--- config.mk ---
export PLATFORM = sky130hd
export DESIGN_NAME = dsp48a1_flat
export DESIGN_NICKNAME = d
export VERILOG_FILES = /design/src/rtl/dsp48a1_pkg.sv /design/src/rtl/dsp48a1_if.sv /design/src/rtl/dsp_pipe_reg.sv /design/src/rtl/dsp48a1.sv /design/src/flat_wrapper.sv
export SDC_FILE = /design/constraint.sdc
export NUM_CORES = 1
export LEC_CHECK = 0
export CORE_MARGIN = 4
export CORE_UTILIZATION = 35
export DETAILED_ROUTE_END_ITERATION = 7
export SLEW_MARGIN = 25
export SYNTH_ARGS = -nofsm -noshare
export SYNTH_HDL_FRONTEND = slang
export SYNTH_SLANG_ARGS = --single-unit
--- constraint.sdc ---
create_clock -name i_clk -period 8.8 [get_ports i_clk]
set_input_delay 1.76 -clock i_clk [delete_from_list [all_inputs] [get_ports i_clk]]
set_output_delay 1.76 -clock i_clk [all_outputs]
set_load 0.03 [all_outputs]
--- src/rtl/dsp48a1_pkg.sv ---
// rtl/dsp48a1_pkg.sv - shared constants, mux codes and post-adder helper for the dsp48a1 slice
// Purpose: OPMODE bit positions, X/Z mux select encodings, CARRYINSEL/B_INPUT/RSTTYPE
//          string constants and the 49-bit post-adder arithmetic.
// Ports:   none (package)
package dsp48a1_pkg;

    // OPMODE bit positions
    localparam int OPM_X_LO     = 0;
    localparam int OPM_Z_LO     = 2;
    localparam int OPM_PRE_SEL  = 4;
    localparam int OPM_CIN      = 5;
    localparam int OPM_PRE_SUB  = 6;
    localparam int OPM_POST_SUB = 7;

    typedef enum logic [1:0] {
        X_ZERO = 2'b00,
        X_M    = 2'b01,
        X_P    = 2'b10,
        X_DAB  = 2'b11
    } xsel_e;

    typedef enum logic [1:0] {
        Z_ZERO = 2'b00,
        Z_PCIN = 2'b01,
        Z_P    = 2'b10,
        Z_C    = 2'b11
    } zsel_e;

    localparam string CARRYINSEL_OPMODE5 = "OPMODE5";
    localparam string CARRYINSEL_CARRYIN = "CARRYIN";
    localparam string B_INPUT_DIRECT     = "DIRECT";
    localparam string B_INPUT_CASCADE    = "CASCADE";
    localparam string RSTTYPE_SYNC       = "SYNC";

    // Returns {carry_or_borrow, sum}. For subtraction the carry-in joins X before
    // negation, so a negative result shows up as bit 48 set (borrow).
    function automatic logic [48:0] post_add(
        input logic        sub,
        input logic [47:0] z,
        input logic [47:0] x,
        input logic        cin
    );
        logic [48:0] x_cin;
        x_cin = {1'b0, x} + {48'd0, cin};
        if (sub)
            post_add = {1'b0, z} - x_cin;
        else
            post_add = {1'b0, z} + x_cin;
    endfunction

endpackage

--- src/rtl/dsp48a1_if.sv ---
// rtl/dsp48a1_if.sv - operand/result bundle of the dsp48a1 slice
// Purpose: groups the data operands, OPMODE and results of the slice.
// Ports:   master drives i_* operands and reads o_* results; slave is the slice side.
interface dsp48a1_if;
    import dsp48a1_pkg::*;

    logic [17:0] i_a;
    logic [17:0] i_b;
    logic [17:0] i_bcin;
    logic [17:0] i_d;
    logic [47:0] i_c;
    logic [47:0] i_pcin;
    logic        i_carryin;
    logic [7:0]  i_opmode;
    logic [35:0] o_m;
    logic [47:0] o_p;
    logic [47:0] o_pcout;
    logic [17:0] o_bcout;
    logic        o_carryout;
    logic        o_carryoutf;

    modport master (
        output i_a, i_b, i_bcin, i_d, i_c, i_pcin, i_carryin, i_opmode,
        input  o_m, o_p, o_pcout, o_bcout, o_carryout, o_carryoutf
    );

    modport slave (
        input  i_a, i_b, i_bcin, i_d, i_c, i_pcin, i_carryin, i_opmode,
        output o_m, o_p, o_pcout, o_bcout, o_carryout, o_carryoutf
    );
endinterface

--- src/rtl/dsp_pipe_reg.sv ---
// rtl/dsp_pipe_reg.sv - optional pipeline stage with clock enable, sync reset and bypass
// Purpose: EN=1 gives a rising-edge register (reset beats CE, CE low holds);
//          EN=0 gives a combinational pass-through.
// Ports:   i_clk clock, i_rst sync active-high reset, i_ce clock enable,
//          i_d stage input, o_q stage output.
module dsp_pipe_reg #(
    parameter int WIDTH = 18,
    parameter int EN    = 1
) (
    input  logic             i_clk,
    input  logic             i_rst,
    input  logic             i_ce,
    input  logic [WIDTH-1:0] i_d,
    output logic [WIDTH-1:0] o_q
);
    generate
        if (EN != 0) begin : g_reg
            logic [WIDTH-1:0] r_q;
            always_ff @(posedge i_clk) begin
                if (i_rst)
                    r_q <= '0;
                else if (i_ce)
                    r_q <= i_d;
            end
            assign o_q = r_q;
        end else begin : g_bypass
            logic w_unused_ctrl;
            assign w_unused_ctrl = ^{i_clk, i_rst, i_ce};
            assign o_q = i_d;
        end
    endgenerate
endmodule

--- src/rtl/dsp48a1.sv ---
// rtl/dsp48a1.sv - DSP slice: pre-adder, 18x18 multiplier, 48-bit post-adder
// Purpose: Spartan-6 style DSP slice with per-stage optional registers.
// Ports:   i_clk clock; i_rst* per-stage sync active-high resets; i_ce* per-stage
//          clock enables; bus carries A/B/BCIN/D/C/PCIN/CARRYIN/OPMODE in and
//          M/P/PCOUT/BCOUT/CARRYOUT/CARRYOUTF out.
module dsp48a1
    import dsp48a1_pkg::*;
#(
    parameter int    A0REG       = 0,
    parameter int    A1REG       = 1,
    parameter int    B0REG       = 0,
    parameter int    B1REG       = 1,
    parameter int    CREG        = 1,
    parameter int    DREG        = 1,
    parameter int    MREG        = 1,
    parameter int    PREG        = 1,
    parameter int    CARRYINREG  = 1,
    parameter int    CARRYOUTREG = 1,
    parameter int    OPMODEREG   = 1,
    parameter string CARRYINSEL  = "OPMODE5",
    parameter string B_INPUT     = "DIRECT",
    parameter string RSTTYPE     = "SYNC"
) (
    input  logic i_clk,
    input  logic i_rsta,
    input  logic i_rstb,
    input  logic i_rstc,
    input  logic i_rstd,
    input  logic i_rstm,
    input  logic i_rstp,
    input  logic i_rstcarryin,
    input  logic i_rstopmode,
    input  logic i_cea,
    input  logic i_ceb,
    input  logic i_cec,
    input  logic i_ced,
    input  logic i_cem,
    input  logic i_cep,
    input  logic i_cecarryin,
    input  logic i_ceopmode,
    dsp48a1_if.slave bus
);
    // Only synchronous resets exist in this slice.
    localparam bit RST_IS_SYNC = (RSTTYPE == RSTTYPE_SYNC);

    logic [17:0] w_a0, w_a1, w_b_src, w_b0, w_b1, w_d, w_pre, w_b1_in;
    logic [47:0] w_c, w_x, w_z, w_p;
    logic [7:0]  w_opm;
    logic [35:0] w_mult, w_m;
    logic        w_cin_src, w_cyi, w_cyo;
    logic [48:0] w_post;
    logic        w_unused_inputs;

    assign w_unused_inputs = ^{bus.i_bcin, bus.i_carryin, RST_IS_SYNC};

    // B source selection
    generate
        if (B_INPUT == B_INPUT_DIRECT) begin : g_b_direct
            assign w_b_src = bus.i_b;
        end else if (B_INPUT == B_INPUT_CASCADE) begin : g_b_cascade
            assign w_b_src = bus.i_bcin;
        end else begin : g_b_zero
            assign w_b_src = '0;
        end
    endgenerate

    // Carry-in source selection (before the CYI stage)
    generate
        if (CARRYINSEL == CARRYINSEL_OPMODE5) begin : g_cin_opm
            assign w_cin_src = w_opm[OPM_CIN];
        end else if (CARRYINSEL == CARRYINSEL_CARRYIN) begin : g_cin_port
            assign w_cin_src = bus.i_carryin;
        end else begin : g_cin_zero
            assign w_cin_src = 1'b0;
        end
    endgenerate

    dsp_pipe_reg #(.WIDTH(8), .EN(OPMODEREG)) u_opm (
        .i_clk(i_clk), .i_rst(i_rstopmode), .i_ce(i_ceopmode), .i_d(bus.i_opmode), .o_q(w_opm)
    );

    dsp_pipe_reg #(.WIDTH(18), .EN(A0REG)) u_a0 (
        .i_clk(i_clk), .i_rst(i_rsta), .i_ce(i_cea), .i_d(bus.i_a), .o_q(w_a0)
    );

    dsp_pipe_reg #(.WIDTH(18), .EN(A1REG)) u_a1 (
        .i_clk(i_clk), .i_rst(i_rsta), .i_ce(i_cea), .i_d(w_a0), .o_q(w_a1)
    );

    dsp_pipe_reg #(.WIDTH(18), .EN(B0REG)) u_b0 (
        .i_clk(i_clk), .i_rst(i_rstb), .i_ce(i_ceb), .i_d(w_b_src), .o_q(w_b0)
    );

    dsp_pipe_reg #(.WIDTH(18), .EN(DREG)) u_d (
        .i_clk(i_clk), .i_rst(i_rstd), .i_ce(i_ced), .i_d(bus.i_d), .o_q(w_d)
    );

    dsp_pipe_reg #(.WIDTH(48), .EN(CREG)) u_c (
        .i_clk(i_clk), .i_rst(i_rstc), .i_ce(i_cec), .i_d(bus.i_c), .o_q(w_c)
    );

    // Pre-adder wraps modulo 2^18; its result only replaces B when opm[4] is set.
    assign w_pre   = w_opm[OPM_PRE_SUB] ? (w_d - w_b0) : (w_d + w_b0);
    assign w_b1_in = w_opm[OPM_PRE_SEL] ? w_pre : w_b0;

    dsp_pipe_reg #(.WIDTH(18), .EN(B1REG)) u_b1 (
        .i_clk(i_clk), .i_rst(i_rstb), .i_ce(i_ceb), .i_d(w_b1_in), .o_q(w_b1)
    );

    assign w_mult = {18'd0, w_a1} * {18'd0, w_b1};

    dsp_pipe_reg #(.WIDTH(36), .EN(MREG)) u_m (
        .i_clk(i_clk), .i_rst(i_rstm), .i_ce(i_cem), .i_d(w_mult), .o_q(w_m)
    );

    dsp_pipe_reg #(.WIDTH(1), .EN(CARRYINREG)) u_cyi (
        .i_clk(i_clk), .i_rst(i_rstcarryin), .i_ce(i_cecarryin), .i_d(w_cin_src), .o_q(w_cyi)
    );

    // X/Z operand muxes; P feedback uses the P stage output, so a disabled P
    // register feeds back its held value.
    always_comb begin
        w_x = '0;
        case (xsel_e'(w_opm[OPM_X_LO +: 2]))
            X_ZERO:  w_x = '0;
            X_M:     w_x = {12'd0, w_m};
            X_P:     w_x = w_p;
            X_DAB:   w_x = {w_d[11:0], w_a1, w_b1};
            default: w_x = '0;
        endcase
    end

    always_comb begin
        w_z = '0;
        case (zsel_e'(w_opm[OPM_Z_LO +: 2]))
            Z_ZERO:  w_z = '0;
            Z_PCIN:  w_z = bus.i_pcin;
            Z_P:     w_z = w_p;
            Z_C:     w_z = w_c;
            default: w_z = '0;
        endcase
    end

    assign w_post = post_add(w_opm[OPM_POST_SUB], w_z, w_x, w_cyi);

    dsp_pipe_reg #(.WIDTH(48), .EN(PREG)) u_p (
        .i_clk(i_clk), .i_rst(i_rstp), .i_ce(i_cep), .i_d(w_post[47:0]), .o_q(w_p)
    );

    // Carry-out shares the carry-in stage controls, not the P stage controls.
    dsp_pipe_reg #(.WIDTH(1), .EN(CARRYOUTREG)) u_cyo (
        .i_clk(i_clk), .i_rst(i_rstcarryin), .i_ce(i_cecarryin), .i_d(w_post[48]), .o_q(w_cyo)
    );

    assign bus.o_m         = w_m;
    assign bus.o_p         = w_p;
    assign bus.o_pcout     = w_p;
    assign bus.o_bcout     = w_b1;
    assign bus.o_carryout  = w_cyo;
    assign bus.o_carryoutf = w_cyo;

endmodule

--- src/flat_wrapper.sv ---
// flat-port wrapper written by rule: the top's interface ports become plain ports
module dsp48a1_flat import dsp48a1_pkg::*;
#(
    parameter int    A0REG       = 0,
    parameter int    A1REG       = 1,
    parameter int    B0REG       = 0,
    parameter int    B1REG       = 1,
    parameter int    CREG        = 1,
    parameter int    DREG        = 1,
    parameter int    MREG        = 1,
    parameter int    PREG        = 1,
    parameter int    CARRYINREG  = 1,
    parameter int    CARRYOUTREG = 1,
    parameter int    OPMODEREG   = 1,
    parameter string CARRYINSEL  = "       ",
    parameter string B_INPUT     = "      ",
    parameter string RSTTYPE     = "    "
)
  (i_clk, i_rsta, i_rstb, i_rstc, i_rstd, i_rstm, i_rstp, i_rstcarryin, i_rstopmode, i_cea, i_ceb, i_cec, i_ced, i_cem, i_cep, i_cecarryin, i_ceopmode, bus_i_a, bus_i_b, bus_i_bcin, bus_i_d, bus_i_c, bus_i_pcin, bus_i_carryin, bus_i_opmode, bus_o_m, bus_o_p, bus_o_pcout, bus_o_bcout, bus_o_carryout, bus_o_carryoutf);
  dsp48a1_if bus_i ();
  input  logic i_clk;
  input  logic i_rsta;
  input  logic i_rstb;
  input  logic i_rstc;
  input  logic i_rstd;
  input  logic i_rstm;
  input  logic i_rstp;
  input  logic i_rstcarryin;
  input  logic i_rstopmode;
  input  logic i_cea;
  input  logic i_ceb;
  input  logic i_cec;
  input  logic i_ced;
  input  logic i_cem;
  input  logic i_cep;
  input  logic i_cecarryin;
  input  logic i_ceopmode;
  input wire logic [$bits(bus_i.i_a)-1:0] bus_i_a;
  input wire logic [$bits(bus_i.i_b)-1:0] bus_i_b;
  input wire logic [$bits(bus_i.i_bcin)-1:0] bus_i_bcin;
  input wire logic [$bits(bus_i.i_d)-1:0] bus_i_d;
  input wire logic [$bits(bus_i.i_c)-1:0] bus_i_c;
  input wire logic [$bits(bus_i.i_pcin)-1:0] bus_i_pcin;
  input wire logic [$bits(bus_i.i_carryin)-1:0] bus_i_carryin;
  input wire logic [$bits(bus_i.i_opmode)-1:0] bus_i_opmode;
  output wire logic [$bits(bus_i.o_m)-1:0] bus_o_m;
  output wire logic [$bits(bus_i.o_p)-1:0] bus_o_p;
  output wire logic [$bits(bus_i.o_pcout)-1:0] bus_o_pcout;
  output wire logic [$bits(bus_i.o_bcout)-1:0] bus_o_bcout;
  output wire logic [$bits(bus_i.o_carryout)-1:0] bus_o_carryout;
  output wire logic [$bits(bus_i.o_carryoutf)-1:0] bus_o_carryoutf;
  assign bus_i.i_a = bus_i_a;
  assign bus_i.i_b = bus_i_b;
  assign bus_i.i_bcin = bus_i_bcin;
  assign bus_i.i_d = bus_i_d;
  assign bus_i.i_c = bus_i_c;
  assign bus_i.i_pcin = bus_i_pcin;
  assign bus_i.i_carryin = bus_i_carryin;
  assign bus_i.i_opmode = bus_i_opmode;
  assign bus_o_m = bus_i.o_m;
  assign bus_o_p = bus_i.o_p;
  assign bus_o_pcout = bus_i.o_pcout;
  assign bus_o_bcout = bus_i.o_bcout;
  assign bus_o_carryout = bus_i.o_carryout;
  assign bus_o_carryoutf = bus_i.o_carryoutf;
  dsp48a1 #(.A0REG(A0REG), .A1REG(A1REG), .B0REG(B0REG), .B1REG(B1REG), .CREG(CREG), .DREG(DREG), .MREG(MREG), .PREG(PREG), .CARRYINREG(CARRYINREG), .CARRYOUTREG(CARRYOUTREG), .OPMODEREG(OPMODEREG), .CARRYINSEL(CARRYINSEL), .B_INPUT(B_INPUT), .RSTTYPE(RSTTYPE)) u_core (.i_clk(i_clk), .i_rsta(i_rsta), .i_rstb(i_rstb), .i_rstc(i_rstc), .i_rstd(i_rstd), .i_rstm(i_rstm), .i_rstp(i_rstp), .i_rstcarryin(i_rstcarryin), .i_rstopmode(i_rstopmode), .i_cea(i_cea), .i_ceb(i_ceb), .i_cec(i_cec), .i_ced(i_ced), .i_cem(i_cem), .i_cep(i_cep), .i_cecarryin(i_cecarryin), .i_ceopmode(i_ceopmode), .bus(bus_i));
endmodule
## Yosys cells after proc, flatten, opt, wreduce, memory -nomap -nowiden

Cells that the tools add are included.

| operators by class | value |
|---|---|
| multiply operators | 1 |
| $add $sub $neg | 2 |
| equal/unequal tests | 6 |
| muxes and demuxes | 4 |
| reductions and logical operators | 2 |

Operator list:

| cell | count |
|---|---|
| 48-bit one-hot mux with 4 select lines | 2 |
| 48-bit by 48-bit adder with 49-bit output | 1 |
| 49-bit two-way mux | 1 |
| 48-bit by 48-bit subtractor with 49-bit output | 1 |
| 18-bit by 18-bit multiplier with 36-bit output | 1 |
| 18-bit two-way mux | 1 |
| 2-bit == test, second input constant | 4 |
| 2-bit by 1-bit == test with 1-bit output, second input constant | 2 |
| 2-bit zero test | 2 |

| word-level totals | value |
|---|---|
| input bits | 194 |
| register bits | 195 |

## Depth between registers and ports, before layout

Gate-level depths: netlist of the first run.

| logic depth | value |
|---|---|
| word-level depth | 4 |
| depth in mapped cells | 25 |
| gate-level depth less buffers | 23 |

## Hierarchy

Synthesis of the first run repeated with hierarchy kept, for this count alone.

| second synthesis, totals | value |
|---|---|
| cells, all modules | 3033 |
| area, all modules | 26098.8 um^2 |

Modules (own cells, without submodules):

| module | times used | cells each | area an instance (um^2) |
|---|---|---|---|
| dsp48a1 | 1 | 2365 | 18763.0 |
| dsp_pipe_reg (u_core.u_c ...) | 2 | 155 | 1729.2 |
| dsp_pipe_reg (u_core.u_a1 ...) | 3 | 58 | 649.4 |
| dsp_pipe_reg (u_core.u_m) | 1 | 116 | 1306.3 |
| dsp_pipe_reg (u_core.u_opm) | 1 | 26 | 285.3 |
| dsp_pipe_reg (u_core.u_a0 ...) | 2 | 18 | 135.1 |
| dsp_pipe_reg (u_core.u_cyi ...) | 2 | 3 | 33.8 |

## Worst setup path after synthesis of the first run

Ideal clock, no wire load.

| path | value |
|---|---|
| path type | register -> register |
| from | register u_core.u_b1.g_reg.r_q[9], in the netlist u_core.u_b1.o_q[9] |
| to | register u_core.u_m.g_reg.r_q[35], in the netlist u_core.u_m.o_q[35] |
| setup time | 0.086 ns |
| buffers on the path | 2 |
| stages on the path, launching flop included | 22 |
| required time | 8.714 ns |
| arrival | 6.221 ns |
| period minus slack after synthesis | 6.306 ns |
| slack | 2.494 ns |
| path through | dfxtp_1 -> clkbuf_1 -> clkbuf_1 -> nand2_1 -> fa_1 -> inv_1 -> fa_1 -> fa_1 -> fa_1 -> fa_1 -> inv_1 -> fa_1 -> inv_1 -> ha_1 -> nand4_1 -> or2_2 -> o211ai_1 -> a21oi_1 -> o31ai_1 -> a311oi_1 -> xnor2_1 -> a211oi_1 |

| on the way | value |
|---|---|
| cells in the longest elaborated chain, start to end | 1 |

Ends and longest elaborated chain:

| what | RTL line | text |
|---|---|---|
| start: declaration | dsp_pipe_reg.sv:18 | `logic [WIDTH-1:0] r_q;` |
| start signal: assignment | dsp_pipe_reg.sv:23 | `r_q <= i_d;` |
| 18-bit by 18-bit multiplier with 36-bit output | dsp48a1.sv:110 | `assign w_mult = {18'd0, w_a1} * {18'd0, w_b1};` |
| end signal: assignment | dsp_pipe_reg.sv:23 |  |
| end: declaration | dsp_pipe_reg.sv:18 |  |

No other way between the ends.
A chain may end at the register's enable or synchronous reset.

## Worst setup path after layout of the first run

| path | value |
|---|---|
| from | register u_core.u_a1.g_reg.r_q[6], in the netlist u_core.u_a1.o_q[6] |
| to | register u_core.u_m.g_reg.r_q[35], in the netlist u_core.u_m.o_q[35] |

| on the way | value |
|---|---|
| cells in the longest elaborated chain, start to end | 1 |

Ends and longest elaborated chain:

| what | RTL line |
|---|---|
| start: declaration | dsp_pipe_reg.sv:18 |
| start signal: assignment | dsp_pipe_reg.sv:23 |
| 18-bit by 18-bit multiplier with 36-bit output | dsp48a1.sv:110 |

No other way between the ends.

==> impl_metrics.env, run 1 <==
export IMPL_outcome="finished, final reports clean"
export IMPL_dp_hpwl_um=61300
export IMPL_postCtsHoldBufs=0
export IMPL_finish_cell_count_without_fillers=3792
export IMPL_post_synthesis_instance_area_um2=23700
export IMPL_drt_wl_total_um=77600
export IMPL_cts_tree="yes"
export IMPL_critical_path_max_stage_delay_ps=940
export IMPL_design_die_area_um2=71900
export IMPL_worst_clock_skew_ps=22.2
export IMPL_die_x_um=268
export IMPL_finish_instance_area_um2=27700
export IMPL_clock_fmax_ghz=0.141
export IMPL_num_rows=95
export IMPL_crit_arrival_ps=7510
export IMPL_ff2ff_path_depth=21
export IMPL_critical_path_cell_count=21
export IMPL_synthesis_nets=3375
export IMPL_antenna_diode_count=0
export IMPL_track_usage_pct=21.5
export IMPL_r2r_slack_ps=1710
export IMPL_crit_path_cell_trace="nand2_1 > fa_1 > inv_1 > fa_1 > inv_1 > fa_1 > inv_1 > fa_1 > fa_1 > inv_1 > fa_1 > inv_1 > ha_1 > nand4_1 > or2_2 > o211ai_1 > a21oi_1 > o31ai_1 > a311oi_1 > xnor2_1 > a211oi_1"
export IMPL_hold_path_class="reg2reg"
export IMPL_synth_seq_area_share_pct=16.3
export IMPL_path_max_fanout=20
export IMPL_timing_critical_path_from="u_core.u_a1.o_q[6]"
export IMPL_drt_initial_drc_count=1340
export IMPL_critical_path_most_common_cell="sky130_fd_sc_hd__fa_1"
export IMPL_initial_antenna_violation_count=8
export IMPL_yosys_warnings=0
export IMPL_timing_critical_path_required_ps=9220
export IMPL_drive_above_1_share_pct=6.78
export IMPL_worst_path_dominant_cell_family="adder cells"
export IMPL_clkLatencyLatePin_ps=510
export IMPL_maximum_number_of_pins_on_one_net_before_global_route_repair=54
export IMPL_worstReg2RegStart="u_core.u_a1.o_q[6]"
export IMPL_design_core_area_um2=67200
export IMPL_grt_overflow_total=0
export IMPL_route_vias_total=19886
export IMPL_cts_post_setup_buffers_inserted=0
export IMPL_post_synth_cell_area_avg_um2=8.57
export IMPL_finish_net_count=3516
export IMPL_synth_async_sr_flop_share_pct=0
export IMPL_clock_transition_at_the_registers_of_the_reported_paths_ps=90
export IMPL_drt_antenna_violating_nets=0
export IMPL_critPathKind="reg2reg"
export IMPL_die_height_um=268
export IMPL_global_route_wire_length_before_repair_um=119000
export IMPL_reg2reg_to="u_core.u_m.o_q[35]"
export IMPL_clock_sinks=193
export IMPL_setup_worst_path_end="u_core.u_m.o_q[35]"
export IMPL_setup_violations=0
export IMPL_fillerInstances=6836
export IMPL_synth_main_ff_cell="sky130_fd_sc_hd__dfxtp_1"
export IMPL_synthesis_instances=2765
export IMPL_grt_pass1_vias=20203
export IMPL_route_detailed_vias_per_inst=5.24
export IMPL_end_kind="register"
export IMPL_leak_pwr_nw=12.8
export IMPL_place_gp_congestion=0.916
export IMPL_placement_io_buffers=306
export IMPL_post_cts_resize_count=0
export IMPL_tightestPinTransition_ps=1120
export IMPL_post_route_min_period_ps=7090
export IMPL_initial_utilization_pct=35.3
export IMPL_ioPinCount=346
export IMPL_clk_root_buffer_cell="sky130_fd_sc_hd__clkbuf_16"
export IMPL_powerDensity_nw_per_um2=169
export IMPL_ir_drop_mv=0.146
export IMPL_synth_edf_count=0
export IMPL_synthDistinctLibCells=81
export IMPL_detail_route_drc_violations=0
export IMPL_post_route_period_util_pct=80.6
export IMPL_routedWlPerCell_um=20.5
export IMPL_final_max_slew_violation_count=0
export IMPL_number_of_h_tree_levels=4
export IMPL_report_power_total_mw=4.69
export IMPL_number_of_synthesized_register_bits=193
export IMPL_rsz_0062_raised_after_global_routing="no"
export IMPL_slowest_stage="sky130_fd_sc_hd__dfxtp_1"
export IMPL_setup_worst_path_start_class="register"
export IMPL_placed_insts=3760
export IMPL_area_grow_syn2layout_pct=16.8
export IMPL_cts_max_path_buffers=2
export IMPL_hold_viol_final=0
export IMPL_slew_headroom_pct=25.4
export IMPL_setup_tns_final_ps=0
export IMPL_cts_made_buffers=17
export IMPL_dpl_cell_area_um2=27100
export IMPL_maxCapViolCount=0
export IMPL_drt_pass1_iter_count=5
export IMPL_critical_path_n_buffers_inverters=5
## synth_stat cells (17+ instances only)
cell type / n / area, um2
sky130_fd_sc_hd__inv_1: 318 / 1190
sky130_fd_sc_hd__nand2_1: 270 / 1010
sky130_fd_sc_hd__fa_1: 257 / 5140
sky130_fd_sc_hd__nor2_1: 206 / 773
sky130_fd_sc_hd__dfxtp_1: 193 / 3860
sky130_fd_sc_hd__ha_1: 159 / 1990
sky130_fd_sc_hd__and2_1: 152 / 951
sky130_fd_sc_hd__clkbuf_1: 148 / 556
sky130_fd_sc_hd__mux2i_1: 139 / 1390
sky130_fd_sc_hd__a21oi_1: 134 / 671
sky130_fd_sc_hd__mux2_2: 86 / 968
sky130_fd_sc_hd__xor2_1: 66 / 578
sky130_fd_sc_hd__o21ai_0: 57 / 285
sky130_fd_sc_hd__nand3_1: 52 / 260
sky130_fd_sc_hd__a22o_1: 51 / 447
sky130_fd_sc_hd__buf_4: 50 / 375
sky130_fd_sc_hd__a21o_1: 49 / 368
sky130_fd_sc_hd__xnor2_1: 40 / 350
sky130_fd_sc_hd__nand2b_1: 31 / 194
sky130_fd_sc_hd__a22oi_1: 30 / 225
sky130_fd_sc_hd__a31oi_1: 23 / 144
sky130_fd_sc_hd__and3_1: 20 / 125
sky130_fd_sc_hd__nor2b_1: 17 / 106
## area by class of cell
class / instances / area [um2] / share of cell area [%]
repair buffers: 349 / 3360 / 12.1
clock inverters: 13 / 146 / 0.529
inverters: 318 / 1190 / 4.31
well taps: 873 / 1090 / 3.95
multi-input cells: 2027 / 17600 / 63.5
flip-flops and latches: 193 / 3870 / 14.0
clock buffers: 19 / 453 / 1.64
## cells by family after synthesis
| family | after synthesis | synth area share [%] |
|---|---|---|
| AND/OR/NAND/NOR | 819 | 16.7 |
| multiplexers | 234 | 10.4 |
| adder cells (fa/ha/maj) | 416 | 30.1 |
| flip-flops | 193 | 16.3 |
| buffers and inverters | 545 | 9.62 |
| AO/OA/AOI/OAI | 452 | 12.9 |
| XOR/XNOR | 106 | 3.92 |
## per-layer routing
| metal | global-route usage [%] | vias to the layer above | wire length [um] |
|---|---|---|---|
| met3 | 4.52 | 92 | 4920 |
| met2 | 35.0 | 606 | 36000 |
| li1 | - | 9367 | - |
| met5 | 0 | - | 58 |
| met1 | 29.2 | 9813 | 34900 |
| met4 | 5.58 | 8 | 1690 |
## tightest hold or removal path, cell delays in order (launching register included)
cell and delay (ps):
sky130_fd_sc_hd__dfxtp_1 320, sky130_fd_sc_hd__nand3_1 60, sky130_fd_sc_hd__a21oi_1 60
## cell usage in the layout (no fill, tap or decap), drive strengths merged, types with 40 or more instances in the layout
cell type,synthesis,layout
buf,79,49
nor2,209,209
and2,152,152
o21ai,57,57
a21o,49,49
nand3,53,53
fa,257,257
clkdlybuf4s50,0,300
a21oi,134,134
dfxtp,193,193
ha,159,159
inv,318,324
xor2,66,66
mux2i,139,139
a22o,51,51
mux2,95,95
nand2,270,270
xnor2,40,40
## per-stage QoR
| stage | utilization (%) | hold slack (ps) | setup WS (ps) |
|---|---|---|---|
| finish | 41.2 | 476 | 1710 |
| global route | 41.2 | 497 | 1290 |
| CTS | 41.2 | 477 | 1750 |
| detailed placement | 40.3 | 466 | 1780 |
| global placement | 40.3 | 462 | 1810 |
| floorplan | - | 447 | 2490 |
## registers in the layout, summed over array words and instances, names as in the netlist
signal / flops
u_core.u_d.o_q: 18
u_core.u_m.o_q: 36
u_core.u_cyo.o_q: 1
u_core.u_opm.o_q: 6
u_core.u_b1.o_q: 18
u_core.u_a1.o_q: 18
u_core.u_p.o_q: 48
u_core.u_c.o_q: 48
## power by group
| group | switching [mW] | internal [mW] | total, mW |
|---|---|---|---|
| combinational | 1.55 | 1.07 | 2.62 |
| clock | 0.425 | 0.416 | 0.842 |
| sequential | 0.235 | 0.988 | 1.22 |
## how the worst min path moves through the flow
stage	from	endpoint	slack (ps)	cells past startpoint
final	u_core.u_d.o_q[17]	u_core.u_b1.o_q[17]	480	2
after global routing	u_core.u_d.o_q[17]	u_core.u_b1.o_q[17]	500	2
after CTS	u_core.u_d.o_q[17]	u_core.u_b1.o_q[17]	480	2
after detailed placement	u_core.u_d.o_q[17]	u_core.u_b1.o_q[17]	470	2
after global placement	u_core.u_d.o_q[17]	u_core.u_b1.o_q[17]	460	2
after floorplan	u_core.u_d.o_q[17]	u_core.u_b1.o_q[17]	450	2
(Power assumes the default switching activity.)
==> run 2: changes to the inputs <==
clock period = 6.78 ns   (was 8.8 ns; I/O delays follow)
==> impl_metrics.env, run 2 (same netlist as run 1, synthesis figures left out) <==
export IMPL_multi_input_gate_area_in_the_final_layout_um2=17600
export IMPL_die_x_um=268
export IMPL_outcome="finished, final reports clean"
export IMPL_drt_initial_drc_count=1428
export IMPL_clk_root_buffer_cell="sky130_fd_sc_hd__clkbuf_16"
export IMPL_die_height_um=268
export IMPL_cts_tree="yes"
export IMPL_most_common_layout_cells="sky130_fd_sc_hd__inv_1 (318), sky130_fd_sc_hd__clkdlybuf4s50_1 (301), sky130_fd_sc_hd__nand2_1 (270)"
export IMPL_global_route_wire_length_before_repair_um=120000
export IMPL_final_max_slew_violation_count=0
export IMPL_maximum_number_of_pins_on_one_net_before_global_route_repair=53
export IMPL_ir_drop_mv=0.177
export IMPL_area_grow_syn2layout_pct=18.7
export IMPL_drt_antenna_violating_nets=0
export IMPL_setup_violations=0
export IMPL_leak_pwr_nw=13.1
export IMPL_crit_path_cell_trace="buf_4 > and2_1 > fa_1 > inv_1 > fa_1 > fa_1 > fa_1 > inv_1 > fa_1 > inv_1 > fa_1 > inv_1 > ha_1 > buf_4 > and3_1 > o211ai_1 > a21oi_1 > o21ai_0 > o211ai_1 > nand4_1 > a311o_1 > nand3_1"
export IMPL_powerDensity_nw_per_um2=218
export IMPL_initial_antenna_violation_count=7
export IMPL_path_max_fanout=14
export IMPL_place_gp_congestion=0.920
export IMPL_critical_path_n_buffers_inverters=6
export IMPL_crit_arrival_ps=6920
export IMPL_finish_net_count=3568
export IMPL_clkLatencyLatePin_ps=520
export IMPL_number_of_h_tree_levels=4
export IMPL_fillerInstances=6740
export IMPL_setup_worst_path_start_class="register"
export IMPL_final_core_utilization_pct=41.9
export IMPL_ioPinCount=346
export IMPL_timing_critical_path_required_ps=7240
export IMPL_clock_transition_at_the_registers_of_the_reported_paths_ps=90
export IMPL_drt_pass1_iter_count=5
export IMPL_rsz_0062_raised_after_global_routing="no"
export IMPL_report_power_total_mw=6.12
export IMPL_worst_clock_skew_ps=25.3
export IMPL_critPathKind="reg2reg"
export IMPL_hold_viol_final=0
export IMPL_detail_route_drc_violations=0
export IMPL_num_rows=95
export IMPL_cts_max_path_buffers=2
export IMPL_hold_path_class="reg2reg"
export IMPL_critical_path_max_stage_delay_ps=630
export IMPL_clock_fmax_ghz=0.155
export IMPL_drt_wl_total_um=78400
export IMPL_cts_made_buffers=17
export IMPL_maxCapViolCount=0
export IMPL_routedWlPerCell_um=20.4
export IMPL_design_die_area_um2=71900
export IMPL_end_kind="register"
export IMPL_design_core_area_um2=67200
export IMPL_clock_sinks=193
export IMPL_route_detailed_vias_per_inst=5.24
export IMPL_critical_path_most_common_cell="sky130_fd_sc_hd__fa_1"
export IMPL_drive_above_1_share_pct=8.65
export IMPL_route_vias_total=20150
export IMPL_dp_hpwl_um=63000
export IMPL_post_route_period_util_pct=95.3
export IMPL_mostFrequentLayoutCell="sky130_fd_sc_hd__inv_1"
export IMPL_grt_pass1_vias=20206
export IMPL_placement_io_buffers=306
export IMPL_tightestPinTransition_ps=1060
export IMPL_worst_path_dominant_cell_family="adder cells"
export IMPL_slew_headroom_pct=28.8
export IMPL_post_route_min_period_ps=6460
export IMPL_slowest_stage="sky130_fd_sc_hd__dfxtp_1"
export IMPL_setup_tns_final_ps=0
export IMPL_area_sequential_um2=3880
export IMPL_grt_overflow_total=0
export IMPL_initial_utilization_pct=35.3
export IMPL_track_usage_pct=21.7
## run 2: where the power goes
group | leakage (nW) | internal [mW] | switching, mW
Sequential | 1.59 | 1.28 | 0.302
Clock | 0.281 | 0.539 | 0.563
Combinational | 11.2 | 1.40 | 2.03
Total | 13.1 | 3.23 | 2.89
## run 2: layout make-up
cell class	count	share of cell area, %
Clock buffer	19	1.61
Tap cell	873	3.88
Inverter	318	4.24
Multi-Input combinational cell	2027	62.5
Sequential cell	193	13.8
Timing Repair Buffer	401	13.5
Antenna cell	1	0.00890
Clock inverter	13	0.498
## run 2: tightest hold or removal path, stage by stage (launching register included)
cell and delay (ps):
sky130_fd_sc_hd__dfxtp_1 320, sky130_fd_sc_hd__nand3_1 60, sky130_fd_sc_hd__a21oi_1 50
## run 2: path summary, 6_finish.rpt
kind	startpoint	end	slack [ps]	cells past startpoint
setup reg to reg	u_core.u_b1.o_q[8]	u_core.u_m.o_q[32]	320	22
hold reg to reg	u_core.u_d.o_q[17]	u_core.u_b1.o_q[17]	480	2
setup / recovery	u_core.u_b1.o_q[8]	u_core.u_m.o_q[32]	320	22
hold / removal	u_core.u_d.o_q[17]	u_core.u_b1.o_q[17]	480	2
## run 2: timing repair
item | CTS | global route
setup endpoints to repair | 0 | 6
hold endpoints to repair | 0 | 0
setup buffers | 0 | 1
hold buffers | 0 | 0
resized for setup | 0 | 8
## run 2: metrics by stage
stage                     setup slack (ps)  instance area (um2)  hold WS (ps)  std cells
final                                  319                28100           482       3845
after global routing                  18.0                28100           493       3844
after CTS                              118                28100           483       3843
after detailed placement               158                27500           470       3811
after global placement                 174                27500           467       3811
after floorplan                        474                23700           447       2765
## run 2: metal layers
layer | track usage (%) | routed length [um] | up-vias
met1 | 29.2 | 34600 | 9918
met4 | 6.76 | 2280 | 14
met5 | 0 | 88 | -
met2 | 35.0 | 36100 | 623
li1 | - | - | 9485
met3 | 4.78 | 5370 | 110
